`config.mk`:
```
export PLATFORM = sky130hd
export DESIGN_NAME = gon_bus
export DESIGN_NICKNAME = d
export VERILOG_FILES = /design/src/rtl/gon_bus.sv
export SDC_FILE = /design/constraint.sdc
export NUM_CORES = 1
export LEC_CHECK = 0
export CAP_MARGIN = 40
export CORE_UTILIZATION = 46
export DETAILED_ROUTE_END_ITERATION = 6
export HOLD_SLACK_MARGIN = 0.05
export MAX_ROUTING_LAYER = met4
export PLACE_DENSITY = 0.91
export SKIP_LAST_GASP = 1
export SLEW_MARGIN = 30
export SYNTH_ARGS = -nofsm -noshare
export SYNTH_HDL_FRONTEND = slang
export SYNTH_SLANG_ARGS = --single-unit
```
`constraint.sdc`:
```
create_clock -name clk -period 7.8 [get_ports clk]
set_input_delay 1.56 -clock clk [delete_from_list [all_inputs] [get_ports clk]]
set_output_delay 1.56 -clock clk [all_outputs]
set_load 0.005 [all_outputs]
```
`src/rtl/gon_bus.sv`:
```
// Global output network bus: round-robin gather of source words onto one sink
// through a one-deep output register, each word tagged with its slot's
// scan-programmed tag.
//
// state   | meaning
// --------+-------------------------------------------------------------
// S_EMPTY | output register holds no word; sink_enable low
// S_FULL  | output register holds a word; value/tag stable until accepted
//
// The scan-shift enable is named program_en because "program" is a reserved
// word in SystemVerilog.
module gon_bus #(
   parameter int BITWIDTH    = 16,
   parameter int TAG_LENGTH  = 4,
   parameter int NUM_SOURCES = 10
) (
   input  logic                            clk,
   input  logic                            rstb,
   input  logic                            program_en,
   input  logic [TAG_LENGTH-1:0]           scan_tag_in,
   output logic [TAG_LENGTH-1:0]           scan_tag_out,
   input  logic [NUM_SOURCES-1:0]          source_enable,
   input  logic [BITWIDTH*NUM_SOURCES-1:0] source_data,
   output logic [NUM_SOURCES-1:0]          source_ready,
   output logic                            sink_enable,
   input  logic                            sink_ready,
   output logic [TAG_LENGTH-1:0]           sink_tag,
   output logic [BITWIDTH-1:0]             sink_value,
   output logic                            bus_busy
);

   localparam int PTR_W = (NUM_SOURCES > 1) ? $clog2(NUM_SOURCES) : 1;

   typedef enum logic {S_EMPTY, S_FULL} state_t;

   state_t                  state, state_nxt;
   logic [TAG_LENGTH-1:0]   tag_reg [NUM_SOURCES];
   logic [PTR_W-1:0]        rr_ptr;
   logic [PTR_W-1:0]        g_idx;
   logic [NUM_SOURCES-1:0]  g_oh;
   logic                    found;
   logic                    accept;
   logic                    grant;
   logic [BITWIDTH-1:0]     sel_value;
   logic [TAG_LENGTH-1:0]   sel_tag;

   assign accept       = !program_en && ((state == S_EMPTY) || sink_ready);
   assign grant        = accept && found;
   assign source_ready = grant ? g_oh : '0;
   assign sink_enable  = (state == S_FULL);
   assign bus_busy     = (state == S_FULL) || (|source_enable);
   assign scan_tag_out = tag_reg[NUM_SOURCES-1];

   // Round-robin pick: first requester at or above rr_ptr, else lowest requester (wrap).
   always_comb begin
      found = 1'b0;
      g_idx = '0;
      g_oh  = '0;
      for (int i = 0; i < NUM_SOURCES; i++) begin
         if (!found && source_enable[i] && (PTR_W'(i) >= rr_ptr)) begin
            found   = 1'b1;
            g_idx   = PTR_W'(i);
            g_oh[i] = 1'b1;
         end
      end
      for (int i = 0; i < NUM_SOURCES; i++) begin
         if (!found && source_enable[i]) begin
            found   = 1'b1;
            g_idx   = PTR_W'(i);
            g_oh[i] = 1'b1;
         end
      end
   end

   // Select the granted word and its slot tag (one-hot mux).
   always_comb begin
      sel_value = '0;
      sel_tag   = '0;
      for (int i = 0; i < NUM_SOURCES; i++) begin
         if (g_oh[i]) begin
            sel_value = source_data[BITWIDTH*i +: BITWIDTH];
            sel_tag   = tag_reg[i];
         end
      end
   end

   // Output register occupancy state.
   always_ff @(posedge clk or negedge rstb) begin
      if (!rstb) state <= S_EMPTY;
      else       state <= state_nxt;
   end

   // Next-state: fill on grant, empty on drain without a refill.
   always_comb begin
      state_nxt = state;
      case (state)
         S_EMPTY: if (grant) state_nxt = S_FULL;
         S_FULL:  if (sink_ready && !grant) state_nxt = S_EMPTY;
         default: state_nxt = S_EMPTY;
      endcase
   end

   // Capture granted word/tag and advance the round-robin pointer past the winner.
   always_ff @(posedge clk or negedge rstb) begin
      if (!rstb) begin
         sink_value <= '0;
         sink_tag   <= '0;
         rr_ptr     <= '0;
      end else if (grant) begin
         sink_value <= sel_value;
         sink_tag   <= sel_tag;
         rr_ptr     <= (g_idx == PTR_W'(NUM_SOURCES - 1)) ? '0 : g_idx + PTR_W'(1);
      end
   end

   // Tag scan chain: slot 0 takes scan input, each slot takes its predecessor.
   always_ff @(posedge clk or negedge rstb) begin
      if (!rstb) begin
         for (int i = 0; i < NUM_SOURCES; i++) tag_reg[i] <= '0;
      end else if (program_en) begin
         tag_reg[0] <= scan_tag_in;
         for (int i = 1; i < NUM_SOURCES; i++) tag_reg[i] <= tag_reg[i-1];
      end
   end

endmodule

```
---- Word level (Yosys, flattened, before mapping) ----
Cells that the tools add are included.
storage, ports and cells
  bits in registers ....................... 65
  output and inout bits ................... 36
  word-level logic and storage cells ...... 166
cells by class
  $add $sub $neg .......................... 1
  $lt $le $gt $ge ......................... 10
  eq/ne operators ......................... 1
  multiplexer cells ....................... 83
  bitwise gates (word level) .............. 1
  reduce and logical (&&, ||, !) cells .... 56
operators with widths
  cell                   number
  $mux W16               10
  $mux W4                27
  $mux W1                42
  $logic_and A1 B1 Y1    32
  $logic_not A1 Y1       21
  $ge A3 B4 Y1 const A   4
  $mux W10               1
  $reduce_or A10 Y1      1
  $ge A1 B4 Y1 const A   2
  $ge A2 B4 Y1 const A   2
  $ge A4 B4 Y1 const A   2
  $add A4 B1 Y4 const B  1
  $eq A4 B4 Y1 const B   1
  $mux W2                2
  $logic_or A1 B1 Y1     2
  $pmux W1 S2            1
  $not A1 Y1             1

---- Longest topological paths before layout ----
Gate-level depths: netlist of run 1.
  word-level depth ........................ 74
  gate-level depth with buffers ........... 11
  depth with buffers taken out ............ 7

---- Least setup slack after synthesis of run 1 ----
Ideal clock, no wire load.
  kind .................................... input -> output
  from .................................... input port source_enable[1]
  to ...................................... output port source_ready[1]
  arrival ................................. 3435 ps
  data required time ...................... 6240 ps
  slack ................................... 2805 ps
  cell stages on the path ................. 8
  path buffers ............................ 4
  cells stage by stage .................... clkbuf_1 > o311a_1 > or3_4 > buf_6 > o41a_1 > buf_2 > buf_2 > and2_1
on the way
  longest elaborated chain between the ends .. 67
  elaborated cells between the ends (all ways) .. 69
  classes of those cells .................. mux (22); reduce/logical (47)
ends and longest elaborated chain
  what                              RTL line  text
  from (decl)                       22        input logic [NUM_SOURCES-1:0] source_enable,
  $logic_and A1 B1 Y1 (2 in a row)  60        if (!found && source_enable[i] && (PTR_W'(i) >= rr_ptr)) begin
  $mux W1                           60
  $logic_not A1 Y1                  60
  $logic_and A1 B1 Y1 (2 in a row)  60
  $mux W1                           60
  $logic_not A1 Y1                  60
  $logic_and A1 B1 Y1 (2 in a row)  60
  $mux W1                           60
  (+48 left out)                    --
  $logic_not A1 Y1                  67        if (!found && source_enable[i]) begin
  $logic_and A1 B1 Y1               67
  $mux W1                           67
  $logic_not A1 Y1                  67
  $logic_and A1 B1 Y1               67
  $mux W1                           67
  $logic_and A1 B1 Y1               48        assign grant = accept && found;
  $mux W10 *                        49        assign source_ready = grant ? g_oh : '0;
  to (decl)                         24        output logic [NUM_SOURCES-1:0] source_ready,
Mark *: on every way between the ends. The rest lies on a longest branch, timed or not.

---- Worst setup path after layout of run 1 ----
  from .................................... input port source_enable[9]
  to ...................................... output port source_ready[5]
on the way
  longest elaborated chain between the ends .. 35
  elaborated cells between the ends (all ways) .. 36
  classes of those cells .................. mux (13); reduce/logical (23)
ends and longest elaborated chain
  what                              RTL line
  $logic_and A1 B1 Y1 (2 in a row)  60
  $mux W1                           60
  $logic_not A1 Y1                  67
  $logic_and A1 B1 Y1               67
  $mux W1                           67
  $logic_not A1 Y1                  67
  $logic_and A1 B1 Y1               67
  $mux W1                           67
  (+18 left out)                    --
  $logic_not A1 Y1                  67
  $logic_and A1 B1 Y1               67
  $mux W1                           67
  $logic_not A1 Y1                  67
  $logic_and A1 B1 Y1               67
  $mux W1                           67
  $logic_and A1 B1 Y1               48
  $mux W10 *                        49
Marks and branches as above.

==> impl_metrics.tcl, run 1 <==
set metrics [dict create \
    r2r-end "sink_tag[3]" \
    top_layer "met4" \
    maxSlewHeadroom_pct 48.24 \
    synthTopCellsByCount "dfrtp_1, inv_1, nand2_1" \
    fmax_mhz 156.7 \
    worstMarginPinSlew_ns 0.7712 \
    avgViaCountPerCell 6.665 \
    cts_resized 0 \
    die-height_um 104.5 \
    fp.dieW_um 104.5 \
    synth_area_leader_cell "dfrtp_1" \
    cp-start-kind "input port" \
    synthArstFlopShare_pct 100.0 \
    io_pins 214 \
    status "finished clean" \
    finalPower_mw 1.841 \
    r2r_slack_ns 4.47 \
    synth_edf_count 0 \
    hold_start "tag_reg[36]" \
    synthTopCellsByArea "dfrtp_1, mux2_2, o211ai_1, nand4_1, a222oi_1" \
    clock-sinks 65 \
    route.vias.total 5992 \
    wl_um 20960 \
    synth_ff_type "dfrtp_1" \
    rsz0062_at_grt "no" \
    grt.overflow.total 0 \
    utilization_pct 71.62 \
    post-synth-top-count-cell "dfrtp_1" \
    hpwl_um 14320 \
    syn_inst 575 \
    rr_worst_depth 8 \
    whs_path_depth 1 \
    remaining_drc_errors 0 \
    cp.required_ns 6.24 \
    grt_pass1_wl_um 31470 \
    finalWeightedCongestion 0.9019 \
    cts_setup_buffers 0 \
    syn-num-nets 753 \
    hold_violations 0 \
    dieArea_sq_um 10920 \
    drt_iter0_drc 776 \
    p_per_area_nw_per_um2 251.3 \
    r2r-start "rr_ptr[2]" \
    grt_max_degree 66 \
    syn2layout_area_growth_pct 51.63 \
    report.final.slew_viol_count 0 \
    cp.arrival_ns 4.82 \
    critPathCaptureType "output port" \
    yosys_warnings 0 \
    hp-class "reg2reg" \
    syn_area_per_cell_sq_um 8.404 \
    clock_path_buffers 2 \
    design_area_sq_um 7327 \
    dr.pass1.iters 6 \
    start_util_pct 47.23 \
    numCtsBuffers 9 \
    wl_met3_um 1949 \
    port_buffers 213 \
    worstSkewPairLatency_ns 0.36 \
    yosys_register_bits 65 \
    antennaDiodeCount 0 \
    ctsRootBufferMaster "clkbuf_8" \
    design.core.area_sq_um 10230 \
    hold-path-endpoint "tag_reg[32]" \
    hold_ws_ns 0.5124 \
    fp-row-count 37 \
    wl_per_cell_um 23.31 \
    grt_use_total_pct 38.45 \
    fin_skew_ns 0.01343 \
    largest_reg_flops 36 \
    nNetsFinal 936 \
    met2WireLength_um 10090 \
    grt_pass1_vias 5806 \
    antenna_left 0 \
    drv_cap 0 \
    drive_gt1_share_pct 11.53 \
    clkTransAtPathRegs_ns 0.08 \
    period_share_pct 81.83 \
    cts_max_level 3 \
    crit_fanout 34 \
    wl_met1_um 8200 \
    synthDominantCellAreaShare_pct 33.66 \
    setup_violations 0 \
    place_area_sq_um 7081 \
    hold_buffers 0 \
    ys_types 57 \
    path_class "in2out" \
    setup-tns-final_ns 0 \
    cts_tree "yes" \
    antenna_found_initial 0 \
    p_leak_nw 2.910 \
    min_period_ns 6.383 \
    ys_seq_area_share_pct 33.66 \
    ir_drop_mv 0.1518 \
    syn_area_sq_um 4832 \
]
area by class of cell:
class / instances / area [sq um]
multi-input cells: 400 / 2815
clock buffers: 9 / 123.9
fillers: 739 / 2904
repair buffers: 234 / 2351
flip-flops and latches: 65 / 1627
inverters: 48 / 180.2
clock inverters: 7 / 60.06
well taps: 136 / 170.2
worst max path at each step:
stage / from / to / slack (ns) / cells after the start
finish: source_enable[9] / source_ready[5] / 1.42 / 8
global route: source_enable[9] / source_ready[5] / 1.31 / 8
CTS: source_enable[9] / source_ready[5] / 1.26 / 7
detailed placement: source_enable[9] / source_ready[5] / 1.28 / 7
global placement: source_enable[9] / source_ready[4] / 1.33 / 7
floorplan: source_enable[1] / source_ready[1] / 2.81 / 8
cells in the final DEF, fill, tap and decap left out, types with 2 or more instances in the layout:
master and instances:
clkdlybuf4s50_1 211, dfrtp_1 65, inv_1 48, nand2_1 46, o211ai_1 45, nand4_1 42
nor2_1 38, mux2_2 32, nand3_1 27, a222oi_1 20, o22ai_1 20, a211oi_1 20
a31o_1 20, o21ai_0 16, buf_4 16, clkbuf_8 9, nor3_1 6, and2_1 5
nor2b_1 4, nor4_1 4, a21oi_1 4, o21a_1 4, inv_6 4, o311ai_0 3
buf_16 3, o31a_1 2, a211o_1 2, o41ai_4 2, o21ai_2 2, a211oi_4 2
a31oi_1 2, clkinv_4 2, buf_2 2
per-stage QoR:
step                instances  worst slack [ns]
CTS                       896             1.263
global placement          877             1.330
global route              899             1.314
detailed placement        880             1.276
finish                    899             1.417
floorplan                 575             2.805
kinds of logic (layout without fill, tap and decap cells):
family | Yosys count | after routing | share of synthesized area [%]
AO/OA/AOI/OAI | 187 | 187 | 30.35
buffers and inverters | 110 | 298 | 10.02
multiplexers | 33 | 33 | 7.690
flip-flops | 65 | 65 | 33.66
AND/OR/NAND/NOR | 180 | 180 | 18.28
layer usage:
layer	GRT usage (%)	up-vias
met1	46.82	2920
met3	7.268	81
li1	-	2575
met5	-	-
met2	61.92	416
met4	17.14	0
where the power goes:
part / switching (mW) / internal [mW] / total, mW
sequential: 0.111 / 0.444 / 0.555
combinational: 0.530 / 0.477 / 1.01
clock: 0.159 / 0.121 / 0.280
total: 0.799 / 1.04 / 1.84
critical path: stages:
cell and delay [ns]:
clkdlybuf4s50_1 0.74, nor2b_1 0.12, o31a_1 0.31, o21ai_1 0.64, o41a_2 0.52, buf_16 0.23, and2_1 0.17, clkdlybuf4s50_1 0.50
No activity file was read; power rests on OpenSTA's default activity.
==> inputs of run 2 (changes only) <==
--- a/config.mk
+++ b/config.mk
@@ -6,11 +6,11 @@
 export NUM_CORES = 1
 export LEC_CHECK = 0
 export CAP_MARGIN = 40
-export CORE_UTILIZATION = 46
+export CORE_UTILIZATION = 39
 export DETAILED_ROUTE_END_ITERATION = 6
 export HOLD_SLACK_MARGIN = 0.05
 export MAX_ROUTING_LAYER = met4
-export PLACE_DENSITY = 0.91
+export PLACE_DENSITY = 0.82
 export SKIP_LAST_GASP = 1
 export SLEW_MARGIN = 30
 export SYNTH_ARGS = -nofsm -noshare
==> constraint.sdc (replaced) <==
create_clock -name clk -period 5.5 [get_ports clk]
set_input_delay 1.1 -clock clk [delete_from_list [all_inputs] [get_ports clk]]
set_output_delay 1.1 -clock clk [all_outputs]
set_load 0.005 [all_outputs]
==> run 2 against run 1 <==
Setup slack got worse by 0.96 ns. Critical path type unchanged. Cell count grew 4.2%. Via count down 2.3%. Die area up 18%. Critical path depth decreased by 2. Design area grew 2.3%. Combinational power up 43%. Largest cell class unchanged. Worst hold slack better by 0.0013 ns. Wire length rose by 4.5%. Total power rose by 55%.
==> impl_metrics.tcl, run 2 (synthesis gave the netlist of run 1 again) <==
set metrics [dict create \
    p_leak_nw 2.974 \
    drv_cap 0 \
    cp.required_ns 4.40 \
    die-height_um 113.3 \
    crit_end "source_ready[7]" \
    crit_path_start "source_enable[1]" \
    rr_worst_depth 9 \
    fp-row-count 40 \
    antenna_found_initial 0 \
    design.core.area_sq_um 12060 \
    cts_max_level 3 \
    setup_violations 0 \
    io_pins 214 \
    finalWeightedCongestion 0.9994 \
    pwr-share-seq_pct 27.7 \
    cp.arrival_ns 3.94 \
    fmax_mhz 198.5 \
    r2r-end "sink_tag[3]" \
    numCtsBuffers 9 \
    worstSkewPairLatency_ns 0.33 \
    finalNonFillerCells 937 \
    rsz0062_at_grt "no" \
    nNetsFinal 942 \
    hold_start "tag_reg[36]" \
    dieArea_sq_um 12840 \
    finalWorstSetupSlack_ns 0.4618 \
    syn2layout_area_growth_pct 55.13 \
    grt_pass1_wl_um 33110 \
    min_period_ns 5.038 \
    dpl_worst_slack_ns 0.5348 \
    hold_violations 0 \
    clkTransAtPathRegs_ns 0.06 \
    p_switching_mw 1.141 \
    grt_pass1_vias 5749 \
    fin_skew_ns 0.008904 \
    cts_resized 0 \
    maxSlewHeadroom_pct 48.70 \
    dr.pass1.iters 5 \
    grt_max_degree 66 \
    ctsRootBufferMaster "clkbuf_16" \
    hold_buffers 0 \
    clock_path_buffers 2 \
    remaining_drc_errors 0 \
    pwr-share-clk_pct 21.8 \
    grt.overflow.total 0 \
    mostFrequentLayoutCells "clkdlybuf4s50_1, dfrtp_1, inv_1" \
    wl_per_cell_um 23.38 \
    worstMarginPinSlew_ns 0.7695 \
    layout_commonest_cell "clkdlybuf4s50_1" \
    port_buffers 213 \
    antenna_left 0 \
    r2r_slack_ns 2.01 \
    place_inst 920 \
    setup-tns-final_ns 0 \
    drt_iter0_drc 585 \
    ir_drop_mv 0.2119 \
    avgViaCountPerCell 6.250 \
    swShare_pct 40.04 \
    hpwl_um 15580 \
    utilization_pct 62.15 \
    grt_use_total_pct 35.30 \
    route.vias.total 5856 \
    internal_power_mw 1.709 \
    fp.dieW_um 113.3 \
    cts_tree "yes" \
    finalPower_mw 2.850 \
    cp-start-kind "input port" \
    report.final.slew_viol_count 0 \
    drive_gt1_share_pct 11.96 \
    r2r-start "rr_ptr[3]" \
    hp-class "reg2reg" \
    antennaDiodeCount 0 \
    p_per_area_nw_per_um2 380.2 \
    status "finished clean" \
    cts_setup_buffers 0 \
    largest_reg_flops 36 \
    critPathCaptureType "output port" \
    pwr-share-comb_pct 50.6 \
    clock-sinks 65 \
    start_util_pct 40.06 \
    period_share_pct 91.60 \
    crit_fanout 11 \
    path_class "in2out" \
    wl_um 21910 \
]
run 2: cell types whose count changed in the layout (fill, tap and decap cells not counted), sizes merged:
cell and change:
buf +6, inv -3, bufinv +2, clkinv -2
clkinvlp +2, clkbuf +1
run 2: power groups by stage:
stage	Combinational, mW	Sequential (mW)	Clock (mW)
6_report	1.44	0.788	0.621
3_3_place_gp	1.41	0.782	0
2_1_floorplan	0.810	0.724	0
5_1_grt	1.53	0.810	0.652
3_5_place_dp	1.41	0.788	0
4_1_cts	1.42	0.783	0.621
run 2: per-stage QoR:
stage | area (sq um) | hold WS [ns]
floorplan | 4832 | 0.4683
global placement | 7148 | 0.4842
detailed placement | 7148 | 0.5012
CTS | 7468 | 0.5126
global route | 7496 | 0.5342
finish | 7496 | 0.5136
run 2: cell type report:
cell class,instances,area [sq um]
sequential,65,1627
timing repair buffer,240,2345
multi-input combinational,400,2814
inverter,48,180.2
fill,1013,4566
clock buffer,10,229.0
clock inverter,6,91.34
tap,168,210.2
run 2: critical path: stages:
cell and delay, ns:
clkdlybuf4s50_1 0.56, o311a_1 0.45, or3_4 0.45, o41ai_4 0.76, nor2_1 0.11, clkdlybuf4s50_1 0.49
run 2: routing by layer:
layer	wire (um)	global-route usage, %	vias up	part of all wire (%)
met5	0	-	-	0
met4	767	14.21	0	3.5
met3	2023	7.552	55	9.2
met2	10360	54.93	360	47
met1	8753	44.69	2852	40
li1	-	-	2589	-
run 2: worst min path at each step:
stage	endpoint	depth (start not counted)
finish	tag_reg[32]	1
global placement	tag_reg[34]	1
global route	tag_reg[32]	1
CTS	tag_reg[22]	1
detailed placement	tag_reg[32]	1
floorplan	tag_reg[24]	2
==> inputs of run 3 (changes only) <==
--- a/config.mk
+++ b/config.mk
@@ -7,7 +7,9 @@
 export LEC_CHECK = 0
 export CAP_MARGIN = 40
 export CORE_UTILIZATION = 39
+export CTS_CLUSTER_DIAMETER = 200
 export DETAILED_ROUTE_END_ITERATION = 6
+export GPL_TIMING_DRIVEN = 0
 export HOLD_SLACK_MARGIN = 0.05
 export MAX_ROUTING_LAYER = met4
 export PLACE_DENSITY = 0.82
==> run 3 against run 2 <==
The run now ends with DRC, setup timing left. Clock skew decreased by 0.0025 ns. First-iteration DRC count increased by 43%. Via count increased by 3.9%. Cell count increased by 3.4%. Wire length increased by 0.36%. Non-clock buffer count increased by 32. Global-route usage decreased by 0.29 points. Critical path type unchanged. Largest power group unchanged.
==> impl_metrics.tcl, run 3 (synthesis gave the netlist of run 1 again) <==
set metrics [dict create \
    status "finished, violations left" \
    violations "DRC, setup timing" \
    utilization_pct 62.12 \
    grt_max_degree 48 \
    setup_violations 1 \
    dieArea_sq_um 12840 \
    hold_buffers 0 \
    cts_tree "yes" \
    drt_iter0_drc 835 \
    finalWorstSetupSlack_ns -0.03002 \
    worstMarginPinSlew_ns 0.8674 \
    drive_gt1_share_pct 11.24 \
    cp.required_ns 4.40 \
    largest_reg_flops 36 \
    antennaDiodeCount 0 \
    fp.dieW_um 113.3 \
    hp-class "reg2reg" \
    antenna_left 0 \
    fp-row-count 40 \
    ctsRootBufferMaster "clkbuf_16" \
    p_per_area_nw_per_um2 381.2 \
    grt_pass1_vias 5884 \
    syn2layout_area_growth_pct 55.05 \
    fin_skew_ns 0.006420 \
    worstSkewPairLatency_ns 0.34 \
    drv_cap 0 \
    nNetsFinal 974 \
    cts_max_level 3 \
    clock_path_buffers 2 \
    dpl_worst_slack_ns -0.2010 \
    crit_family "buffers and inverters" \
    rsz0062_at_grt "yes" \
    io_pins 214 \
    route.vias.total 6083 \
    antenna_found_initial 0 \
    mostFrequentLayoutCells "clkdlybuf4s50_1, dfrtp_1, inv_1" \
    r2r_slack_ns 2.03 \
    p_leak_nw 2.987 \
    clock-sinks 65 \
    start_util_pct 40.06 \
    fmax_mhz 180.8 \
    slowest_delay_ns 0.59 \
    min_period_ns 5.530 \
    period_share_pct 100.5 \
    wl_um 21990 \
    cp.arrival_ns 4.43 \
    path_class "in2out" \
    ir_drop_mv 0.2100 \
    hold-path-endpoint "tag_reg[32]" \
    die-height_um 113.3 \
    whs_path_depth 1 \
    hpwl_um 16490 \
    critPathCaptureType "output port" \
    avgViaCountPerCell 6.278 \
    dr.pass1.iters 7 \
    design.core.area_sq_um 12060 \
    grt_use_total_pct 35.01 \
    critical-path-slowest-cell "clkdlybuf4s50_1" \
    r2r-start "rr_ptr[2]" \
    grt.overflow.total 0 \
    numCtsBuffers 9 \
    hold_start "tag_reg[36]" \
    nFillCells 1046 \
    crit_fanout 10 \
    port_buffers 206 \
    finalWeightedCongestion 0.9800 \
    report.final.slew_viol_count 0 \
    cp_num_buf_inv 4 \
    hold_violations 0 \
    cp_cell_sequence "clkdlybuf4s50_1 -> nor2b_1 -> o311a_1 -> or3_4 -> buf_6 -> o41ai_2 -> buf_2 -> and2_1 -> clkdlybuf4s50_1" \
    remaining_drc_errors 10 \
    grt_pass1_wl_um 33390 \
    maxSlewHeadroom_pct 42.18 \
    cpMostUsedCell "clkdlybuf4s50_1" \
    rr_worst_depth 8 \
    cp-start-kind "input port" \
    wl_per_cell_um 22.69 \
    layout_commonest_cell "clkdlybuf4s50_1" \
    r2r-end "sink_value[0]" \
    clkTransAtPathRegs_ns 0.06 \
]
[run 3: per-stage QoR]
step	hold slack [ns]	TNS [ns]	cells	cell area [sq um]	total power, mW
finish	0.5140	-0.03002	969	7492	2.856
global route	0.5284	-0.04964	969	7492	2.973
CTS	0.5180	0	966	7447	2.806
detailed placement	0.5001	-0.2010	950	7129	2.191
global placement	0.4846	-0.2100	949	7104	2.170
floorplan	0.4683	0	575	4832	1.534
[run 3: layout make-up]
type	instances	area (sq um)	share of cell area (%)
buffer	62	307.8	4.108
clock inverter	7	83.83	1.119
clock buffer	9	225.2	3.006
inverter	48	180.2	2.405
timing repair buffer	210	2110	28.16
sequential	65	1627	21.71
tap	168	210.2	2.806
multi-input combinational	400	2749	36.69
[run 3: worst max-delay path by stage]
stage,startpoint,to,slack [ns],cells after the start
after global placement,source_enable[0],source_ready[3],-0.21,9
after global routing,source_enable[0],source_ready[1],-0.05,9
final,source_enable[0],source_ready[1],-0.03,9
after detailed placement,source_enable[0],source_ready[3],-0.20,9
after floorplan,source_enable[1],source_ready[1],1.43,8
after CTS,source_enable[0],source_ready[9],0.04,7
[run 3: layer usage]
layer / share of wire [%] / GRT usage (%) / vias up
li1: - / - / 2644
met1: 40 / 45.14 / 2967
met2: 48 / 55.13 / 404
met3: 9.0 / 6.213 / 68
met4: 3.1 / 12.72 / 0
met5: 0 / - / -
[run 3: report_power, final]
| group | internal [mW] | switching [mW] | leakage (nW) |
|---|---|---|---|
| Clock | 0.360 | 0.249 | 0.149 |
| Combinational | 0.687 | 0.799 | 2.03 |
| Sequential | 0.631 | 0.129 | 0.806 |
| Total | 1.68 | 1.18 | 2.99 |
[run 3: repair_timing]
action / CTS / global route
endpoints found under the setup margin: 1 / 9
gates resized for setup: 2 / 8
pin swaps: 0 / 1
buffers inserted: 0 / 3
endpoints found under the hold margin: 0 / 0
